`src/rtl/tile_rom_fetch_arbiter.sv`:
```
// Round-robin arbiter that funnels per-layer tile-row fetches onto one
// toggle-handshake ROM port, with blank-tile bypass and an ack timeout.
module tile_rom_fetch_arbiter #(
    parameter int unsigned        NUM_CH     = 4,
    parameter int unsigned        CODE_W     = 16,
    parameter int unsigned        ROW_BITS   = 4,
    parameter int unsigned        WORD_SHIFT = 3,
    parameter int unsigned        ADDR_W     = 23,
    parameter int unsigned        DATA_W     = 64,
    parameter logic [CODE_W-1:0]  BLANK_MASK = CODE_W'(16'h7fff),
    parameter int unsigned        TIMEOUT    = 255
) (
    input  logic                         clk,
    input  logic                         reset,
    input  logic [NUM_CH-1:0]            ch_req,
    output logic [NUM_CH-1:0]            ch_ack,
    input  logic [NUM_CH*CODE_W-1:0]     ch_code,
    input  logic [NUM_CH*ROW_BITS-1:0]   ch_row,
    input  logic [NUM_CH-1:0]            ch_yflip,
    output logic [NUM_CH-1:0]            ch_load,
    output logic [DATA_W-1:0]            load_data,
    output logic [ADDR_W-1:0]            rom_address,
    output logic                         rom_req,
    input  logic                         rom_ack,
    input  logic [DATA_W-1:0]            rom_data,
    output logic                         timeout_err
);

    localparam int unsigned IDX_W = (NUM_CH > 1) ? $clog2(NUM_CH) : 1;
    localparam int unsigned TMR_W = (TIMEOUT > 1) ? $clog2(TIMEOUT) : 1;

    typedef enum logic [1:0] {
        ST_IDLE  = 2'd0,
        ST_WAIT  = 2'd1,
        ST_DRAIN = 2'd2
    } state_t;

    state_t              state, state_nxt;
    logic [IDX_W-1:0]    rr_ptr, rr_ptr_nxt;
    logic [IDX_W-1:0]    cur, cur_nxt;
    logic [TMR_W-1:0]    timer, timer_nxt;
    logic [NUM_CH-1:0]   ch_ack_nxt, ch_load_nxt;
    logic [DATA_W-1:0]   load_data_nxt;
    logic [ADDR_W-1:0]   rom_address_nxt;
    logic                rom_req_nxt, timeout_err_nxt;

    logic [NUM_CH-1:0]   pending;
    logic                gnt_found;
    logic [IDX_W-1:0]    gnt_idx, cand;
    logic [CODE_W-1:0]   sel_code;
    logic [ROW_BITS-1:0] sel_row_eff;
    logic                sel_blank;
    logic [ADDR_W-1:0]   fetch_addr;
    logic                rom_done;

    // (base + step) mod NUM_CH without a divider
    function automatic logic [IDX_W-1:0] wrap_add(input logic [IDX_W-1:0] base,
                                                  input int unsigned step);
        int unsigned s;
        s = 32'(base) + step;
        if (s >= NUM_CH) s = s - NUM_CH;
        return IDX_W'(s);
    endfunction

    // Round-robin pick of the first pending channel starting at rr_ptr
    always_comb begin
        pending   = ch_req ^ ch_ack;
        gnt_found = 1'b0;
        gnt_idx   = '0;
        cand      = '0;
        for (int unsigned k = 0; k < NUM_CH; k++) begin
            cand = wrap_add(rr_ptr, k);
            if (!gnt_found && pending[cand]) begin
                gnt_found = 1'b1;
                gnt_idx   = cand;
            end
        end
    end

    // Granted channel's request fields and derived ROM address
    always_comb begin
        sel_code    = ch_code[32'(gnt_idx)*CODE_W +: CODE_W];
        sel_row_eff = ch_row[32'(gnt_idx)*ROW_BITS +: ROW_BITS]
                      ^ {ROW_BITS{ch_yflip[gnt_idx]}};
        sel_blank   = ((sel_code & BLANK_MASK) == '0);
        fetch_addr  = ADDR_W'({sel_code, sel_row_eff, {WORD_SHIFT{1'b0}}});
        rom_done    = (rom_req == rom_ack);
    end

    // Next-state and next-output logic
    always_comb begin
        state_nxt       = state;
        rr_ptr_nxt      = rr_ptr;
        cur_nxt         = cur;
        timer_nxt       = timer;
        ch_ack_nxt      = ch_ack;
        ch_load_nxt     = '0;
        load_data_nxt   = load_data;
        rom_address_nxt = rom_address;
        rom_req_nxt     = rom_req;
        timeout_err_nxt = timeout_err;

        case (state)
            ST_IDLE: begin
                if (gnt_found) begin
                    if (sel_blank) begin
                        ch_ack_nxt[gnt_idx]  = ~ch_ack[gnt_idx];
                        ch_load_nxt[gnt_idx] = 1'b1;
                        load_data_nxt        = '0;
                        rr_ptr_nxt           = wrap_add(gnt_idx, 1);
                    end else begin
                        rom_address_nxt = fetch_addr;
                        rom_req_nxt     = ~rom_req;
                        timer_nxt       = '0;
                        cur_nxt         = gnt_idx;
                        state_nxt       = ST_WAIT;
                    end
                end
            end
            ST_WAIT: begin
                if (rom_done) begin
                    load_data_nxt    = rom_data;
                    ch_load_nxt[cur] = 1'b1;
                    ch_ack_nxt[cur]  = ~ch_ack[cur];
                    rr_ptr_nxt       = wrap_add(cur, 1);
                    state_nxt        = ST_IDLE;
                end else if ((TIMEOUT != 0) && (timer == TMR_W'(TIMEOUT - 1))) begin
                    // Give the layer blank data now; the late ROM reply is dropped in DRAIN
                    load_data_nxt    = '0;
                    ch_load_nxt[cur] = 1'b1;
                    ch_ack_nxt[cur]  = ~ch_ack[cur];
                    rr_ptr_nxt       = wrap_add(cur, 1);
                    timeout_err_nxt  = 1'b1;
                    state_nxt        = ST_DRAIN;
                end else begin
                    timer_nxt = timer + TMR_W'(1);
                end
            end
            ST_DRAIN: begin
                if (rom_done) state_nxt = ST_IDLE;
            end
            default: state_nxt = ST_IDLE;
        endcase
    end

    // State and registered outputs
    always_ff @(posedge clk) begin
        if (reset) begin
            state       <= ST_IDLE;
            rr_ptr      <= '0;
            cur         <= '0;
            timer       <= '0;
            ch_ack      <= '0;
            ch_load     <= '0;
            load_data   <= '0;
            rom_address <= '0;
            rom_req     <= 1'b0;
            timeout_err <= 1'b0;
        end else begin
            state       <= state_nxt;
            rr_ptr      <= rr_ptr_nxt;
            cur         <= cur_nxt;
            timer       <= timer_nxt;
            ch_ack      <= ch_ack_nxt;
            ch_load     <= ch_load_nxt;
            load_data   <= load_data_nxt;
            rom_address <= rom_address_nxt;
            rom_req     <= rom_req_nxt;
            timeout_err <= timeout_err_nxt;
        end
    end

endmodule

```
`config.mk`:
```
export PLATFORM = sky130hd
export DESIGN_NAME = tile_rom_fetch_arbiter
export DESIGN_NICKNAME = d
export VERILOG_FILES = /design/src/rtl/tile_rom_fetch_arbiter.sv
export SDC_FILE = /design/constraint.sdc
export NUM_CORES = 1
export LEC_CHECK = 0
export ABC_AREA = 1
export BUFFER_PORTS_ARGS = -buffer_cell sky130_fd_sc_hd__buf_2
export CORE_AREA = 2 2 117 119
export CTS_CLUSTER_DIAMETER = 40
export CTS_CLUSTER_SIZE = 24
export DETAILED_ROUTE_END_ITERATION = 16
export DIE_AREA = 0 0 119 121
export GPL_TIMING_DRIVEN = 0
export PLACE_DENSITY_LB_ADDON = 0.1
export RECOVER_POWER = 100
export SKIP_LAST_GASP = 1
export SLEW_MARGIN = 30
export SYNTH_ARGS = -nofsm -noshare
export SYNTH_HDL_FRONTEND = slang
export SYNTH_SLANG_ARGS = --single-unit
```
`constraint.sdc`:
```
create_clock -name clk -period 2.7 [get_ports clk]
set_input_delay 0.27 -clock clk [delete_from_list [all_inputs] [get_ports clk]]
set_output_delay 0.27 -clock clk [all_outputs]
set_load 0.005 [all_outputs]
```
==> Yosys cells after proc, flatten, opt, wreduce, memory -nomap -nowiden <==
Index checks and enable logic that the tools add are counted.
{ "op_classes": {"magnitude_cmp": 14, "n_addsub": 12, "shifts": 2, "n_eq_ne": 11, "mux": 65, "bitwise_logic": 7, "n_reduce_logical": 16} }
{ "ops": {"columns": ["operator", "n"], "rows": [
  ["2-to-1 mux 64 bit", 4],
  ["case mux 64 bit (2 select lines)", 1],
  ["variable part select 64 x 7 -> 16 bit", 1],
  ["2-to-1 mux 2 bit", 19],
  ["2-to-1 mux 4 bit", 8],
  ["2-to-1 mux 8 bit", 4],
  ["< comparator 2 x 3 -> 1 bit (second input constant)", 6],
  ["logical NOT 16 bit", 1],
  ["case mux 4 bit (2 select lines)", 2],
  ["case mux 8 bit (2 select lines)", 1],
  ["variable part select 16 x 5 -> 4 bit", 1],
  ["greater-or-equal comparator 3 bit (second input constant)", 5],
  ["binary-select mux 1 bit (select 2 bit)", 7],
  ["2-to-1 mux 1 bit", 13],
  ["!= test 2 bit (second input constant)", 6],
  ["subtractor 2 x 1 -> 2 bit (second input constant)", 6],
  ["adder 2 x 1 -> 3 bit (second input constant)", 3],
  ["adder 8 x 1 -> 8 bit (second input constant)", 1],
  ["bitwise mux 4 bit", 2],
  ["== test 8 bit (second input constant)", 1],
  ["AND reduction 4 bit", 2],
  ["XOR 4 bit", 2],
  ["adder 2 x 2 -> 3 bit (second input constant)", 2],
  ["case mux 2 bit (3 select lines)", 1],
  ["15 further kinds", 28]
]} }
{ "word_totals": {"inputBits": 155, "register_bits": 108, "out_inout_bits": 97, "word_cells": 137} }

==> Logic depth before layout (Yosys ltp) <==
{ "logic_depth": {"depth_word": 22, "depth_mapped": 25, "depth_no_buf": 22} }

==> Worst setup path after synthesis <==
OpenSTA, ideal clock, no wires.
{ "synth_timing": {"path_type": "register -> register", "from": "register rr_ptr[0]", "to": "register load_data[29]", "synth_period_minus_slack_ps": 2677, "t_arrival_ps": 2545, "required_ps": 2568, "stages_incl_launch_ff": 24, "path_buffers": 5, "setup_slack_ps": 23, "setup_ps": 132, "cell_sequence": "dfxtp_1 buf_4 buf_6 nand3_1 nand3_1 nand2_1 nand2_1 nand2_1 nand2_1 nand2_1 nand2_1 buf_2 nand3_1 nand2_1 nor2_1 nand3_1 nor2_4 nand2_4 nand2_4 nand2_2 buf_6 buf_6 nand2_1 a21oi_1"} }
{ "synth_via": {"elab_chain_len": 18, "elab_cells_between_ends": 42, "cone_classes": "7 x add/sub; 4 x order compare; 2 x eq/ne; 1 x shift; 20 x mux; 8 x reduce/logical"} }
{ "synth_rtl": {"columns": ["item", "line", "text"], "rows": [
  ["from (decl)", "39", "logic [IDX_W-1:0] rr_ptr, rr_ptr_nxt;"],
  ["from (signal assigned)", "161", "rr_ptr <= rr_ptr_nxt;"],
  ["branches (longest 17 deep; another with adder 2 x 1 -> 3 bit)", null, null],
  ["AND reduction 4 bit (no source line) *", null, null],
  ["to (signal assigned)", "166", "load_data <= load_data_nxt;"],
  ["to (decl)", "21", "output logic [DATA_W-1:0] load_data,"]
]} }
Every way passes the cells marked *. The select of a mux whose other input is x is not followed.
A chain may end at the register's enable or synchronous reset.

==> Worst setup path after layout <==
{ "layout_timing": {"from": "register rr_ptr[0]", "to": "register load_data[12]"} }
Same word-level chain as after synthesis.

==> results.json <==
{
  "grt_max_degree": 18,
  "synthCells": 858,
  "violations": "negative setup slack",
  "skew_ps": 8.274,
  "hold_viol_final": 0,
  "pin_count": 252,
  "synth_top_area_share_pct": 38.70,
  "ys_seq_area_share_pct": 38.70,
  "antenna_left": 0,
  "status": "finished, violations left",
  "vias": 6780,
  "n_antenna_cell": 0,
  "clock_tree.root_cell": "clkbuf_16",
  "h-tree-depth": 3,
  "setup_viol": 106,
  "port_buffers": 247,
  "syn_avg_cell_area_um2": 6.511,
  "grt_pass1_wl_mm": 30.71,
  "drt_iter0_drc": 386,
  "synthTopCellsByCount": "nand2_1 (327), dfxtp_1 (108), a21oi_1 (90)",
  "power_density_mw_per_mm2": 1368,
  "placed_cells": 1283,
  "total_leakage_power_nw": 3.977,
  "start_util_pct": 42.69,
  "grt-ovfl-total": 0,
  "track_usage_pct": 26.47,
  "core_mm2": 0.01309,
  "hold_slack_ps": 166.9,
  "place.gp.congestion": 0.9273,
  "grt_pass1_vias": 6380,
  "start_kind": "flop",
  "ir_drop_uv": 641.7,
  "register_area_mm2": 0.002168,
  "drive_above_1_share_pct": 36.21,
  "fmax_mhz": 339.8,
  "relSlewSlack_pct": 45.11,
  "wl_mm": 20.11,
  "die_x_um": 119,
  "ys.warnings.count": 0,
  "nNetsFinal": 1323,
  "synth_ff_type": "dfxtp_1",
  "final_cells": 1347,
  "ctsHoldBuffers": 0,
  "crit_type": "reg2reg",
  "rsz0062_at_grt": "true",
  "cts_sinks": 108,
  "worst_slew_pin_slew_ps": 820.4,
  "required_ps": 2920,
  "row_count": 42,
  "yosys-top-cells-area": "dfxtp_1 (39%), nand2_1 (22%), a21oi_1 (8.1%), nand3_1 (7.3%), nor2_1 (5.1%)",
  "drv_slew": 0,
  "hp-class": "in2reg",
  "clock_latency_ps": 350,
  "ys_types": 34,
  "cts_made_buffers": 9,
  "dieArea_mm2": 0.01440,
  "syn_to_final_growth_pct": 52.97,
  "max-clock-path-buffers": 2,
  "crit_arrival_ps": 3160,
  "multi_input_area_mm2": 0.003576,
  "layout_setup_ws_ps": -243.1,
  "dieHeight_um": 121,
  "path_clk_slew_ps": 70,
  "yosysTopAreaCell": "dfxtp_1",
  "viasPerCell": 5.033,
  "drc": 0,
  "synth-edff-count": 0,
  "worstPathMaxFanout": 10,
  "fill_cells": 1234,
  "place_hpwl_mm": 14.26,
  "min_period_ps": 2943,
  "cp-end-kind": "flop",
  "wl_per_cell_um": 14.93,
  "maxCapViolations": 0,
  "async_flop_share_pct": 0,
  "yosysMostFrequentCell": "nand2_1",
  "period_share_pct": 109.0,
  "syn_area_mm2": 0.005587,
  "dr.pass1.iters": 5,
  "synth_seq_cells": 108,
  "antenna_found_initial": 0,
  "cts_tree": "done"
}
[layer usage]
| layer | part of all wire (%) | track usage (%) | vias to the layer above |
|---|---|---|---|
| li1 | - | - | 3390 |
| met1 | 39 | 30.46 | 3029 |
| met2 | 50 | 46.37 | 315 |
| met3 | 8.6 | 6.908 | 46 |
| met4 | 2.8 | 11.38 | 0 |
| met5 | 0 | 0 | - |
[registers in the layout, indices dropped and copies added (netlist names)]
register	cells
timeout_err	1
ch_ack	4
rom_address	20
load_data	64
ch_load	4
rr_ptr	2
state	2
cur	2
rom_req	1
timer	8
[logic make-up after synthesis]
family | Yosys count | share of synthesized area (%)
compound gates | 114 | 10.97
xor+xnor | 8 | 1.389
fa+ha+maj | 2 | 0.4479
buf+inv | 94 | 8.175
flops | 108 | 38.70
other cells | 1 | 0.06712
simple gates | 531 | 40.25
[report_power, final]
part | leakage, nW | internal, mW | total (mW) | switching [mW]
registers | 0.885 | 1.94 | 2.17 | 0.235
clock network | 0.156 | 0.773 | 1.38 | 0.603
logic | 2.94 | 3.47 | 8.14 | 4.67
[what timing repair did]
item	CTS	global route
endpoints found under the setup margin	106	106
buffers inserted	29	12
pin swaps	26	23
gates resized for setup	89	135
cloned	6	6
[critical path: stages, from the launching register on]
cell and delay [ps]:
dfxtp_2 340, buf_12 150, buf_8 140, nand3_1 120, nand3_1 100, nand2_2 130
nand2_1 70, nand2_1 70, nand2_2 90, nand2_1 100, nand2_2 100, buf_6 160
nand3_1 80, nand2_1 80, nor2_4 150, nand3_2 100, nor2_4 150, nand2_4 80
nand2_4 90, nand2_8 60, buf_12 180, clkbuf_16 160, nand2_2 50, a21oi_1 50
[cells in the final DEF (no fill, tap or decap), drive strengths merged, types with 12 or more instances in the layout]
master	n
dfxtp	108
buf	256
clkbuf	98
inv	45
a21oi	91
o21ai	12
nand3	84
nor2	83
nand2	334
nand4	22
[final cells by class]
cell class | count | area share, %
repair buffers | 294 | 19.66
well taps | 176 | 2.577
plain buffers | 49 | 4.876
inverters | 45 | 2.035
clock buffers | 11 | 2.958
flip-flops and latches | 108 | 25.37
clock inverters | 5 | 0.6735
multi-input cells | 659 | 41.84
[path summary, 6_finish.rpt]
check / startpoint / slack [ps] / end / cells after the start
worst max-delay path: rr_ptr[0]$_SDFFE_PP0P_ / -240 / load_data[12]$_SDFFE_PP0P_ / 23
worst min-delay path: rom_data[53] / 170 / load_data[53]$_SDFFE_PP0P_ / 3
worst max register to register: rr_ptr[0]$_SDFFE_PP0P_ / -240 / load_data[12]$_SDFFE_PP0P_ / 23
worst min register to register: load_data[63]$_SDFFE_PP0P_ / 460 / load_data[63]$_SDFFE_PP0P_ / 2
[metrics by stage]
stage               power [mW]  utilization (%)  instance area, um^2  worst slack [ps]  TNS [ps]
finish                   11.69            65.31                 8546            -243.1    -20970
global placement         7.692            53.88                 7051            -513.7    -44820
detailed placement       7.686            53.88                 7051            -527.1    -45300
floorplan                6.143                -                 5594             23.17         0
CTS                      10.51            60.91                 7970            -177.1    -12920
global route             12.58            65.31                 8546            -446.2    -42820
No activity file was read; power rests on OpenSTA's default activity.
